**src/rtl/multicycle_control_fsm_pkg.sv**
```systemverilog
// Purpose : shared encodings for the RV32I multicycle control unit (states, opcodes, mux selects, ALU ops).
// Latency : n/a (declarations only).
// Backpressure: n/a.
package rv32i_ctrl_pkg;

  // Sixteen states fill the 4-bit debug port exactly. R/I execute share S_EXEC and
  // LUI/AUIPC share S_UPPER; op[5] tells each pair apart.
  typedef enum logic [3:0] {
    S_IDLE, S_FETCH, S_DECODE, S_MEMADR, S_MEMREAD, S_MEMWRITE, S_MEMWB, S_EXEC,
    S_ALUWB, S_BRANCH, S_JAL, S_JALR, S_JALR_PC, S_LINK, S_UPPER, S_TRAP
  } state_t;

  localparam logic [6:0] OP_LOAD   = 7'b0000011;
  localparam logic [6:0] OP_STORE  = 7'b0100011;
  localparam logic [6:0] OP_R      = 7'b0110011;
  localparam logic [6:0] OP_I      = 7'b0010011;
  localparam logic [6:0] OP_BRANCH = 7'b1100011;
  localparam logic [6:0] OP_JAL    = 7'b1101111;
  localparam logic [6:0] OP_JALR   = 7'b1100111;
  localparam logic [6:0] OP_LUI    = 7'b0110111;
  localparam logic [6:0] OP_AUIPC  = 7'b0010111;

  // ALU operation class handed to the funct decoder.
  typedef enum logic [1:0] {AOP_ADD, AOP_SUB, AOP_FUNCT} alu_op_t;

  localparam logic [3:0] ALU_ADD  = 4'd0;
  localparam logic [3:0] ALU_SUB  = 4'd1;
  localparam logic [3:0] ALU_SLL  = 4'd2;
  localparam logic [3:0] ALU_SLT  = 4'd3;
  localparam logic [3:0] ALU_SLTU = 4'd4;
  localparam logic [3:0] ALU_XOR  = 4'd5;
  localparam logic [3:0] ALU_SRL  = 4'd6;
  localparam logic [3:0] ALU_SRA  = 4'd7;
  localparam logic [3:0] ALU_OR   = 4'd8;
  localparam logic [3:0] ALU_AND  = 4'd9;

  localparam logic [1:0] SRCA_PC    = 2'b00;
  localparam logic [1:0] SRCA_OLDPC = 2'b01;
  localparam logic [1:0] SRCA_RS1   = 2'b10;
  localparam logic [1:0] SRCA_ZERO  = 2'b11;

  localparam logic [1:0] SRCB_RS2  = 2'b00;
  localparam logic [1:0] SRCB_IMM  = 2'b01;
  localparam logic [1:0] SRCB_FOUR = 2'b10;

  localparam logic [1:0] RES_ALUOUT = 2'b00;
  localparam logic [1:0] RES_MEM    = 2'b01;
  localparam logic [1:0] RES_ALU    = 2'b10;

  localparam logic [2:0] IMM_I = 3'b000;
  localparam logic [2:0] IMM_S = 3'b001;
  localparam logic [2:0] IMM_B = 3'b010;
  localparam logic [2:0] IMM_J = 3'b011;
  localparam logic [2:0] IMM_U = 3'b100;

endpackage

```
**src/rtl/multicycle_control_fsm_if.sv**
```systemverilog
// Purpose : bundle between the control FSM (master) and the multicycle datapath/memory (slave).
// Latency : n/a (wires only).
// Backpressure: mem_ready from the slave stalls the master's memory states.
// Ports   : IR fields, ALU flags, mem_ready toward the FSM; enables, mux selects, alu_ctrl, debug toward the datapath.
interface multicycle_control_fsm_if;
  logic [6:0] op;
  logic [2:0] funct3;
  logic       funct7_5;
  logic       zero;
  logic       lt;
  logic       ltu;
  logic       mem_ready;
  logic       mem_req;
  logic       mem_write;
  logic       adr_src;
  logic       ir_write;
  logic       pc_write;
  logic       reg_write;
  logic [1:0] alu_src_a;
  logic [1:0] alu_src_b;
  logic [1:0] result_src;
  logic [2:0] imm_src;
  logic [3:0] alu_ctrl;
  logic       illegal;
  logic [3:0] state_o;

  modport master (
    input  op, funct3, funct7_5, zero, lt, ltu, mem_ready,
    output mem_req, mem_write, adr_src, ir_write, pc_write, reg_write,
           alu_src_a, alu_src_b, result_src, imm_src, alu_ctrl, illegal, state_o
  );

  modport slave (
    output op, funct3, funct7_5, zero, lt, ltu, mem_ready,
    input  mem_req, mem_write, adr_src, ir_write, pc_write, reg_write,
           alu_src_a, alu_src_b, result_src, imm_src, alu_ctrl, illegal, state_o
  );
endinterface

```
**src/rtl/multicycle_control_fsm_alu_ctrl_dec.sv**
```systemverilog
// Purpose : map ALU op class plus funct3/funct7_5/op[5] onto an alu_ctrl code.
// Latency : combinational.
// Backpressure: none.
// Ports   : alu_op, funct3, funct7_5, op5 in; alu_ctrl out.
module alu_ctrl_dec
  import rv32i_ctrl_pkg::*;
(
  input  alu_op_t    alu_op,
  input  logic [2:0] funct3,
  input  logic       funct7_5,
  input  logic       op5,
  output logic [3:0] alu_ctrl
);

  always_comb begin
    alu_ctrl = ALU_ADD;
    case (alu_op)
      AOP_ADD: alu_ctrl = ALU_ADD;
      AOP_SUB: alu_ctrl = ALU_SUB;
      default: begin
        case (funct3)
          // IR[30] is part of the immediate for addi, so only R-type may subtract.
          3'b000:  alu_ctrl = (op5 && funct7_5) ? ALU_SUB : ALU_ADD;
          3'b001:  alu_ctrl = ALU_SLL;
          3'b010:  alu_ctrl = ALU_SLT;
          3'b011:  alu_ctrl = ALU_SLTU;
          3'b100:  alu_ctrl = ALU_XOR;
          3'b101:  alu_ctrl = funct7_5 ? ALU_SRA : ALU_SRL;
          3'b110:  alu_ctrl = ALU_OR;
          default: alu_ctrl = ALU_AND;
        endcase
      end
    endcase
  end

endmodule

```
**src/rtl/multicycle_control_fsm.sv**
```systemverilog
// Purpose : RV32I multicycle Moore control FSM (fetch/decode/execute/memory/writeback, illegal-op trap).
// Latency : 3-6 states per instruction plus memory wait cycles.
// Backpressure: FETCH/MEMREAD/MEMWRITE hold until mem_ready when MEM_HANDSHAKE=1.
// Ports   : clk, rst_n (async active-low), ctrl (master side of multicycle_control_fsm_if).
module multicycle_control_fsm
  import rv32i_ctrl_pkg::*;
#(
  parameter bit MEM_HANDSHAKE   = 1'b1,
  parameter bit TRAP_ON_ILLEGAL = 1'b1
) (
  input logic                      clk,
  input logic                      rst_n,
  multicycle_control_fsm_if.master ctrl
);

  state_t     state, state_nxt;
  alu_op_t    alu_op;
  logic       mem_done, taken, dec_bad;
  logic       mem_req, mem_write, adr_src, ir_write, pc_write, reg_write, illegal;
  logic [1:0] alu_src_a, alu_src_b, result_src;
  logic [2:0] imm_src;
  logic [3:0] alu_ctrl;

  assign mem_done = MEM_HANDSHAKE ? ctrl.mem_ready : 1'b1;

  always_comb begin
    case (ctrl.funct3)
      3'b000:  taken = ctrl.zero;
      3'b001:  taken = !ctrl.zero;
      3'b100:  taken = ctrl.lt;
      3'b101:  taken = !ctrl.lt;
      3'b110:  taken = ctrl.ltu;
      3'b111:  taken = !ctrl.ltu;
      default: taken = 1'b0;
    endcase
  end

  always_ff @(posedge clk or negedge rst_n) begin
    if (!rst_n) state <= S_IDLE;
    else        state <= state_nxt;
  end

  always_comb begin
    state_nxt  = state;
    dec_bad    = 1'b0;
    mem_req    = 1'b0;
    mem_write  = 1'b0;
    adr_src    = 1'b0;
    ir_write   = 1'b0;
    pc_write   = 1'b0;
    reg_write  = 1'b0;
    illegal    = 1'b0;
    alu_src_a  = SRCA_PC;
    alu_src_b  = SRCB_RS2;
    result_src = RES_ALUOUT;
    imm_src    = IMM_I;
    alu_op     = AOP_ADD;
    case (state)
      S_IDLE: state_nxt = S_FETCH;
      S_FETCH: begin
        mem_req    = 1'b1;
        alu_src_b  = SRCB_FOUR;
        result_src = RES_ALU;
        if (mem_done) begin
          ir_write  = 1'b1;
          pc_write  = 1'b1;
          state_nxt = S_DECODE;
        end
      end
      S_DECODE: begin
        // Precompute the control-transfer target into ALUOut; JAL needs the J immediate.
        alu_src_a = SRCA_OLDPC;
        alu_src_b = SRCB_IMM;
        imm_src   = (ctrl.op == OP_JAL) ? IMM_J : IMM_B;
        case (ctrl.op)
          OP_LOAD, OP_STORE: state_nxt = S_MEMADR;
          OP_R, OP_I:        state_nxt = S_EXEC;
          OP_BRANCH: begin
            if (ctrl.funct3[2:1] == 2'b01) dec_bad   = 1'b1;
            else                           state_nxt = S_BRANCH;
          end
          OP_JAL:            state_nxt = S_JAL;
          OP_JALR:           state_nxt = S_JALR;
          OP_LUI, OP_AUIPC:  state_nxt = S_UPPER;
          default:           dec_bad   = 1'b1;
        endcase
        if (dec_bad) begin
          if (TRAP_ON_ILLEGAL) state_nxt = S_TRAP;
          else                 state_nxt = S_FETCH;
        end
      end
      S_MEMADR: begin
        alu_src_a = SRCA_RS1;
        alu_src_b = SRCB_IMM;
        imm_src   = ctrl.op[5] ? IMM_S : IMM_I;
        state_nxt = ctrl.op[5] ? S_MEMWRITE : S_MEMREAD;
      end
      S_MEMREAD: begin
        mem_req = 1'b1;
        adr_src = 1'b1;
        if (mem_done) state_nxt = S_MEMWB;
      end
      S_MEMWRITE: begin
        mem_req   = 1'b1;
        mem_write = 1'b1;
        adr_src   = 1'b1;
        if (mem_done) state_nxt = S_FETCH;
      end
      S_MEMWB: begin
        result_src = RES_MEM;
        reg_write  = 1'b1;
        state_nxt  = S_FETCH;
      end
      S_EXEC: begin
        alu_src_a = SRCA_RS1;
        alu_src_b = ctrl.op[5] ? SRCB_RS2 : SRCB_IMM;
        alu_op    = AOP_FUNCT;
        state_nxt = S_ALUWB;
      end
      S_ALUWB: begin
        reg_write = 1'b1;
        state_nxt = S_FETCH;
      end
      S_BRANCH: begin
        alu_src_a = SRCA_RS1;
        imm_src   = IMM_B;
        alu_op    = AOP_SUB;
        pc_write  = taken;
        state_nxt = S_FETCH;
      end
      S_JAL: begin
        // PC takes the DECODE target from ALUOut while the ALU forms the link value.
        alu_src_a = SRCA_OLDPC;
        alu_src_b = SRCB_FOUR;
        imm_src   = IMM_J;
        pc_write  = 1'b1;
        state_nxt = S_ALUWB;
      end
      S_JALR, S_JALR_PC: begin
        // rs1+imm stays on the ALU so JALR_PC can write it to PC straight from the ALU.
        alu_src_a = SRCA_RS1;
        alu_src_b = SRCB_IMM;
        if (state == S_JALR_PC) begin
          result_src = RES_ALU;
          pc_write   = 1'b1;
          state_nxt  = S_LINK;
        end else begin
          state_nxt  = S_JALR_PC;
        end
      end
      S_LINK: begin
        alu_src_a = SRCA_OLDPC;
        alu_src_b = SRCB_FOUR;
        state_nxt = S_ALUWB;
      end
      S_UPPER: begin
        alu_src_a = ctrl.op[5] ? SRCA_ZERO : SRCA_OLDPC;
        alu_src_b = SRCB_IMM;
        imm_src   = IMM_U;
        state_nxt = S_ALUWB;
      end
      default: illegal = 1'b1;
    endcase
  end

  alu_ctrl_dec u_alu_ctrl_dec (
    .alu_op   (alu_op),
    .funct3   (ctrl.funct3),
    .funct7_5 (ctrl.funct7_5),
    .op5      (ctrl.op[5]),
    .alu_ctrl (alu_ctrl)
  );

  assign ctrl.mem_req    = mem_req;
  assign ctrl.mem_write  = mem_write;
  assign ctrl.adr_src    = adr_src;
  assign ctrl.ir_write   = ir_write;
  assign ctrl.pc_write   = pc_write;
  assign ctrl.reg_write  = reg_write;
  assign ctrl.alu_src_a  = alu_src_a;
  assign ctrl.alu_src_b  = alu_src_b;
  assign ctrl.result_src = result_src;
  assign ctrl.imm_src    = imm_src;
  assign ctrl.alu_ctrl   = alu_ctrl;
  assign ctrl.illegal    = illegal;
  assign ctrl.state_o    = state;

endmodule

```
**src/flat_wrapper.sv**
```systemverilog
// flat-port wrapper written by rule: the top's interface ports become plain ports
module multicycle_control_fsm_flat import rv32i_ctrl_pkg::*;
#(
  parameter bit MEM_HANDSHAKE   = 1'b1,
  parameter bit TRAP_ON_ILLEGAL = 1'b1
)
  (clk, rst_n, ctrl_op, ctrl_funct3, ctrl_funct7_5, ctrl_zero, ctrl_lt, ctrl_ltu, ctrl_mem_ready, ctrl_mem_req, ctrl_mem_write, ctrl_adr_src, ctrl_ir_write, ctrl_pc_write, ctrl_reg_write, ctrl_alu_src_a, ctrl_alu_src_b, ctrl_result_src, ctrl_imm_src, ctrl_alu_ctrl, ctrl_illegal, ctrl_state_o);
  multicycle_control_fsm_if ctrl_i ();
  input logic clk;
  input logic rst_n;
  input wire logic [$bits(ctrl_i.op)-1:0] ctrl_op;
  input wire logic [$bits(ctrl_i.funct3)-1:0] ctrl_funct3;
  input wire logic [$bits(ctrl_i.funct7_5)-1:0] ctrl_funct7_5;
  input wire logic [$bits(ctrl_i.zero)-1:0] ctrl_zero;
  input wire logic [$bits(ctrl_i.lt)-1:0] ctrl_lt;
  input wire logic [$bits(ctrl_i.ltu)-1:0] ctrl_ltu;
  input wire logic [$bits(ctrl_i.mem_ready)-1:0] ctrl_mem_ready;
  output wire logic [$bits(ctrl_i.mem_req)-1:0] ctrl_mem_req;
  output wire logic [$bits(ctrl_i.mem_write)-1:0] ctrl_mem_write;
  output wire logic [$bits(ctrl_i.adr_src)-1:0] ctrl_adr_src;
  output wire logic [$bits(ctrl_i.ir_write)-1:0] ctrl_ir_write;
  output wire logic [$bits(ctrl_i.pc_write)-1:0] ctrl_pc_write;
  output wire logic [$bits(ctrl_i.reg_write)-1:0] ctrl_reg_write;
  output wire logic [$bits(ctrl_i.alu_src_a)-1:0] ctrl_alu_src_a;
  output wire logic [$bits(ctrl_i.alu_src_b)-1:0] ctrl_alu_src_b;
  output wire logic [$bits(ctrl_i.result_src)-1:0] ctrl_result_src;
  output wire logic [$bits(ctrl_i.imm_src)-1:0] ctrl_imm_src;
  output wire logic [$bits(ctrl_i.alu_ctrl)-1:0] ctrl_alu_ctrl;
  output wire logic [$bits(ctrl_i.illegal)-1:0] ctrl_illegal;
  output wire logic [$bits(ctrl_i.state_o)-1:0] ctrl_state_o;
  assign ctrl_i.op = ctrl_op;
  assign ctrl_i.funct3 = ctrl_funct3;
  assign ctrl_i.funct7_5 = ctrl_funct7_5;
  assign ctrl_i.zero = ctrl_zero;
  assign ctrl_i.lt = ctrl_lt;
  assign ctrl_i.ltu = ctrl_ltu;
  assign ctrl_i.mem_ready = ctrl_mem_ready;
  assign ctrl_mem_req = ctrl_i.mem_req;
  assign ctrl_mem_write = ctrl_i.mem_write;
  assign ctrl_adr_src = ctrl_i.adr_src;
  assign ctrl_ir_write = ctrl_i.ir_write;
  assign ctrl_pc_write = ctrl_i.pc_write;
  assign ctrl_reg_write = ctrl_i.reg_write;
  assign ctrl_alu_src_a = ctrl_i.alu_src_a;
  assign ctrl_alu_src_b = ctrl_i.alu_src_b;
  assign ctrl_result_src = ctrl_i.result_src;
  assign ctrl_imm_src = ctrl_i.imm_src;
  assign ctrl_alu_ctrl = ctrl_i.alu_ctrl;
  assign ctrl_illegal = ctrl_i.illegal;
  assign ctrl_state_o = ctrl_i.state_o;
  multicycle_control_fsm #(.MEM_HANDSHAKE(MEM_HANDSHAKE), .TRAP_ON_ILLEGAL(TRAP_ON_ILLEGAL)) u_core (.clk(clk), .rst_n(rst_n), .ctrl(ctrl_i));
endmodule
```
**config.mk**
```make
export PLATFORM = sky130hd
export DESIGN_NAME = multicycle_control_fsm_flat
export DESIGN_NICKNAME = d
export VERILOG_FILES = /design/src/rtl/multicycle_control_fsm_pkg.sv /design/src/rtl/multicycle_control_fsm_if.sv /design/src/rtl/multicycle_control_fsm_alu_ctrl_dec.sv /design/src/rtl/multicycle_control_fsm.sv /design/src/flat_wrapper.sv
export SDC_FILE = /design/constraint.sdc
export NUM_CORES = 1
export LEC_CHECK = 0
export ABC_AREA = 1
export ABC_CLOCK_PERIOD_IN_PS = 1530
export CORE_MARGIN = 5
export CORE_UTILIZATION = 36
export DETAILED_ROUTE_END_ITERATION = 16
export PLACE_DENSITY_LB_ADDON = 0.2
export SLEW_MARGIN = 25
export SYNTH_ARGS = -nofsm -noshare
export SYNTH_HDL_FRONTEND = slang
export SYNTH_HIERARCHICAL = 1
export SYNTH_SLANG_ARGS = --single-unit
```
**constraint.sdc**
```tcl
create_clock -name clk -period 1.53 [get_ports clk]
set_input_delay 0.459 -clock clk [delete_from_list [all_inputs] [get_ports clk]]
set_output_delay 0.459 -clock clk [all_outputs]
set_load 0.02 [all_outputs]
```
==> results.sh, run 1 <==
export IMPL_io_buffers=40
export IMPL_rows=16
export IMPL_mappedNetlistArea_um2=747
export IMPL_gp_congestion=0.858
export IMPL_syn_avg_cell_area_um2=5.12
export IMPL_yosysMostFrequentCell="nand2_1"
export IMPL_synthesis_nets=163
export IMPL_synth_distinct_cells=22
export IMPL_synth_edff_count=0
export IMPL_postGrtWorstEndpoint="ctrl_imm_src[0]"
export IMPL_dp_worst_setup_slack_ns=-1.09
export IMPL_synthTopCellsByArea="nand2_1 (22%), dfrtp_1 (13%), nor2_1 (11%)"
export IMPL_yosysSeqAreaShare_pct=13.4
export IMPL_start_util_pct=38.1
export IMPL_placed_cells=257
export IMPL_cts_buffers_inserted=3
export IMPL_synth_main_ff_cell="dfrtp_1"
export IMPL_die_width_um=55.6
export IMPL_worst_ep_kind="top-level output"
export IMPL_synth_cells=146
export IMPL_io_pins=41
export IMPL_async_reset_ff_share_pct=100
export IMPL_cts_max_path_buffers=2
export IMPL_ys_ff_latch=4
export IMPL_cts_sinks=4
export IMPL_root_buffer="clkbuf_4"
export IMPL_dpl_cell_area_mm2=0.00156
export IMPL_die_h_um=55.6
export IMPL_grt_start_max_net_pins=8
export IMPL_status="stopped before the end"
export IMPL_synth_top_area_cell="nand2_1"
export IMPL_flow_stopped_at="global routing (5_1_grt)"
export IMPL_synth_common_cells="nand2_1 (44), nor2_1 (22), inv_1 (21)"
export IMPL_ys_warn_count=6
export IMPL_netlist_area_leader_share_pct=22.1
export IMPL_htree_levels=1
export IMPL_firstError="[ERROR DPL-0038] Utilization greater than 100%, impossible to legalize"
export IMPL_post_dp_hpwl_um=2640
cells by family after synthesis:
group	count (synthesis)	share of synthesized area, %
simple gates	92	54.6
buf+inv	29	14.6
flops	4	13.4
compound gates	20	16.2
xor+xnor	1	1.17
per-stage QoR:
stage / hold WS [ns] / TNS (ns)
CTS: 0.413 / -5.57
detailed placement: 0.606 / -13.99
global placement: 0.577 / -13.43
floorplan: 0.163 / -0.953
repair_timing:
action	CTS
resized for setup	212
pin swaps	30
setup endpoints to repair	27
buffers inserted	16
hold buffers	0
==> inputs of run 2 (changes only) <==
CORE_AREA = 5 5 66 68   (was not set)
CORE_MARGIN = not set   (was 5)
CORE_UTILIZATION = not set   (was 36)
DIE_AREA = 0 0 71 73   (was not set)
PLACE_DENSITY_LB_ADDON = 0.15   (was 0.2)
==> run 2 against run 1 <==
  * The flow now finishes, with violations (setup timing)
  * Synthesized area is the same
  * Synthesized cell count is the same
==> results.sh, run 2 <==
export IMPL_status="complete, but fails checks"
export IMPL_violations="setup timing"
export IMPL_hold_class="input port to asynchronous set/reset pin"
export IMPL_hold_slack_ns=0.450
export IMPL_htree_levels=1
export IMPL_fin_ws_ns=-0.329
export IMPL_syn_avg_cell_area_um2=5.12
export IMPL_post_route_period_util_pct=122
export IMPL_post_dp_hpwl_um=2640
export IMPL_vias=1264
export IMPL_diodes=0
export IMPL_cts_sinks=4
export IMPL_synth_edff_count=0
export IMPL_synth_top_area_cell="nand2_1"
export IMPL_drive_gt1_share_pct=67.5
export IMPL_die_area_mm2=0.00518
export IMPL_dpl_cell_area_mm2=0.00162
export IMPL_start_util_pct=19.7
export IMPL_grtUsageMet2_pct=28.7
export IMPL_power_leakage_uw=0.00110
export IMPL_rows=23
export IMPL_fillCellCount=383
export IMPL_area_growth_pct=166
export IMPL_cts_tree="yes"
export IMPL_grt_setup_unrepaired="yes"
export IMPL_critPathArrivalTime_ns=1.40
export IMPL_tightest_slew_ns=0.251
export IMPL_synth_main_ff_cell="dfrtp_1"
export IMPL_core_mm2=0.00380
export IMPL_root_buffer="clkbuf_8"
export IMPL_final_area_mm2=0.00199
export IMPL_cts_buffers_inserted=3
export IMPL_yosysSeqAreaShare_pct=13.4
export IMPL_clkLatencyLatePin_ns=0.21
export IMPL_cts_hold_buffers=0
export IMPL_grt_pass1_vias=1345
export IMPL_power_density_mw_per_mm2=1870
export IMPL_clock_fmax_ghz=0.538
export IMPL_setup_violations=24
export IMPL_yosysMostFrequentCell="nand2_1"
export IMPL_ys_ff_latch=4
export IMPL_antenna_found_initial=0
export IMPL_clk_pin_slew_ns=0.03
export IMPL_postRouteAntennaNets=0
export IMPL_crit_path_max_fanout=5
export IMPL_dp_worst_setup_slack_ns=-1.17
export IMPL_synth_common_cells="nand2_1 (44), nor2_1 (22), inv_1 (21)"
export IMPL_busiest_layer="met2"
export IMPL_use_met1_pct=14.9
export IMPL_grt_use_met3_pct=1.24
export IMPL_fin_worst_skew_ns=0.00149
export IMPL_grt_first_pass_wirelength_um=5820
export IMPL_final_common_cell="buf_4"
export IMPL_required_ns=1.07
export IMPL_slew_violations=0
export IMPL_die_width_um=71
export IMPL_setup_worst_path_class="flip-flop to output pin"
export IMPL_final_nets=268
export IMPL_critPathCaptureType="output pin"
export IMPL_overflow=0
export IMPL_synthTopCellsByArea="nand2_1 (22%), dfrtp_1 (13%), nor2_1 (11%)"
export IMPL_gp_congestion=0.867
export IMPL_start_kind="flip-flop"
export IMPL_netlist_area_leader_share_pct=22.1
export IMPL_drt_iter0_drc=27
export IMPL_ys_warn_count=6
export IMPL_via_per_inst=4.23
export IMPL_maxCapViolCount=0
export IMPL_wl_per_cell_um=11.6
export IMPL_die_h_um=73
export IMPL_slew_headroom_pct=83.2
export IMPL_layout_common_cells="buf_4 (55), nand2_1 (36), buf_6 (26), inv_2 (13), inv_1 (11)"
export IMPL_io_pins=41
export IMPL_cts_max_path_buffers=2
export IMPL_tns_ns=-4.68
export IMPL_mappedNetlistArea_um2=747
export IMPL_vdd_drop_max_mv=0.484
export IMPL_firstDrtPassIters=4
export IMPL_synth_distinct_cells=22
export IMPL_synth_cells=146
export IMPL_largest_register_ffs=4
export IMPL_async_reset_ff_share_pct=100
export IMPL_drc=0
export IMPL_grt_start_max_net_pins=7
export IMPL_synthesis_nets=163
export IMPL_grt_usage_pct=13.8
export IMPL_drt_wl_total_um=3480
export IMPL_min_period_ns=1.86
export IMPL_io_buffers=40
export IMPL_final_hold_violation_count=0
==> run 2: path summary, 6_finish.rpt <==
path                                                     from                            endpoint  slack [ns]  depth (start not counted)
hold / removal                                          rst_n  u_core/ctrl.state_o[3]$_DFFE_PN0P_        0.45                          1
min in group clk           u_core/ctrl.state_o[0]$_DFFE_PN0P_  u_core/ctrl.state_o[0]$_DFFE_PN0P_        0.71                          3
setup reg to reg           u_core/ctrl.state_o[1]$_DFFE_PN0P_  u_core/ctrl.state_o[1]$_DFFE_PN0P_       -0.06                         13
max in group asynchronous                               rst_n  u_core/ctrl.state_o[0]$_DFFE_PN0P_        0.90                          1
setup / recovery           u_core/ctrl.state_o[2]$_DFFE_PN0P_                     ctrl_imm_src[0]       -0.33                          6
hold reg to reg            u_core/ctrl.state_o[0]$_DFFE_PN0P_  u_core/ctrl.state_o[0]$_DFFE_PN0P_        0.71                          3
==> run 2: metrics by stage <==
stage,total power [µW],util (%),instances
floorplan,1460,-,146
CTS,3530,50.2,296
global placement,2710,42.6,284
detailed placement,2710,42.6,284
global route,4000,52.3,299
finish,3720,52.3,299
==> run 2: repair_timing <==
| item | 4_1_cts | 5_1_grt |
|---|---|---|
| pin swaps | 37 | 20 |
| buffers inserted | 12 | 4 |
| setup endpoints to repair | 27 | 27 |
| resized for setup | 212 | 32 |
==> run 2: where the power goes <==
part	leakage, µW	total (µW)	switching (µW)	internal, µW
logic	0.00103	3190	1640	1550
clock network	0.0000216	218	50.8	167
registers	0.0000445	317	141	176
total	0.00110	3720	1830	1890
==> run 2: cell families after synthesis <==
| group | count (synthesis) | share of synthesized area [%] |
|---|---|---|
| AO/OA/AOI/OAI | 20 | 16.2 |
| XOR/XNOR | 1 | 1.17 |
| buffers and inverters | 29 | 14.6 |
| flip-flops | 4 | 13.4 |
| AND/OR/NAND/NOR | 92 | 54.6 |
==> run 2: metal layers <==
metal,wire [µm],vias to the layer above
met5,0,-
met4,0,0
met3,119,0
met2,1980,23
met1,1380,575
li1,-,666
==> run 2: area by class of cell <==
class	instances	area, µm²	area share [%]
clock buffers	3	41.3	2.08
inverters	29	124	6.23
multi-input cells	113	811	40.8
flip-flops and latches	4	105	5.29
well taps	50	62.6	3.15
repair buffers	100	843	42.4
==> run 2: critical path, cell delays in order, from the launching register on <==
cell      delay, ns
dfrtp_2        0.46
nor2_4         0.15
inv_4          0.06
nor2_4         0.10
inv_2          0.04
o211ai_1       0.19
buf_4          0.18
Note: power is estimated with default switching activity, not from simulation.
==> inputs of run 3 (changes only) <==
CAP_MARGIN = 40   (was not set)
CTS_CLUSTER_DIAMETER = 200   (was not set)
==> results of run 3 <==
Same layout as run 2: the final DEF is identical, and so are final timing and power.
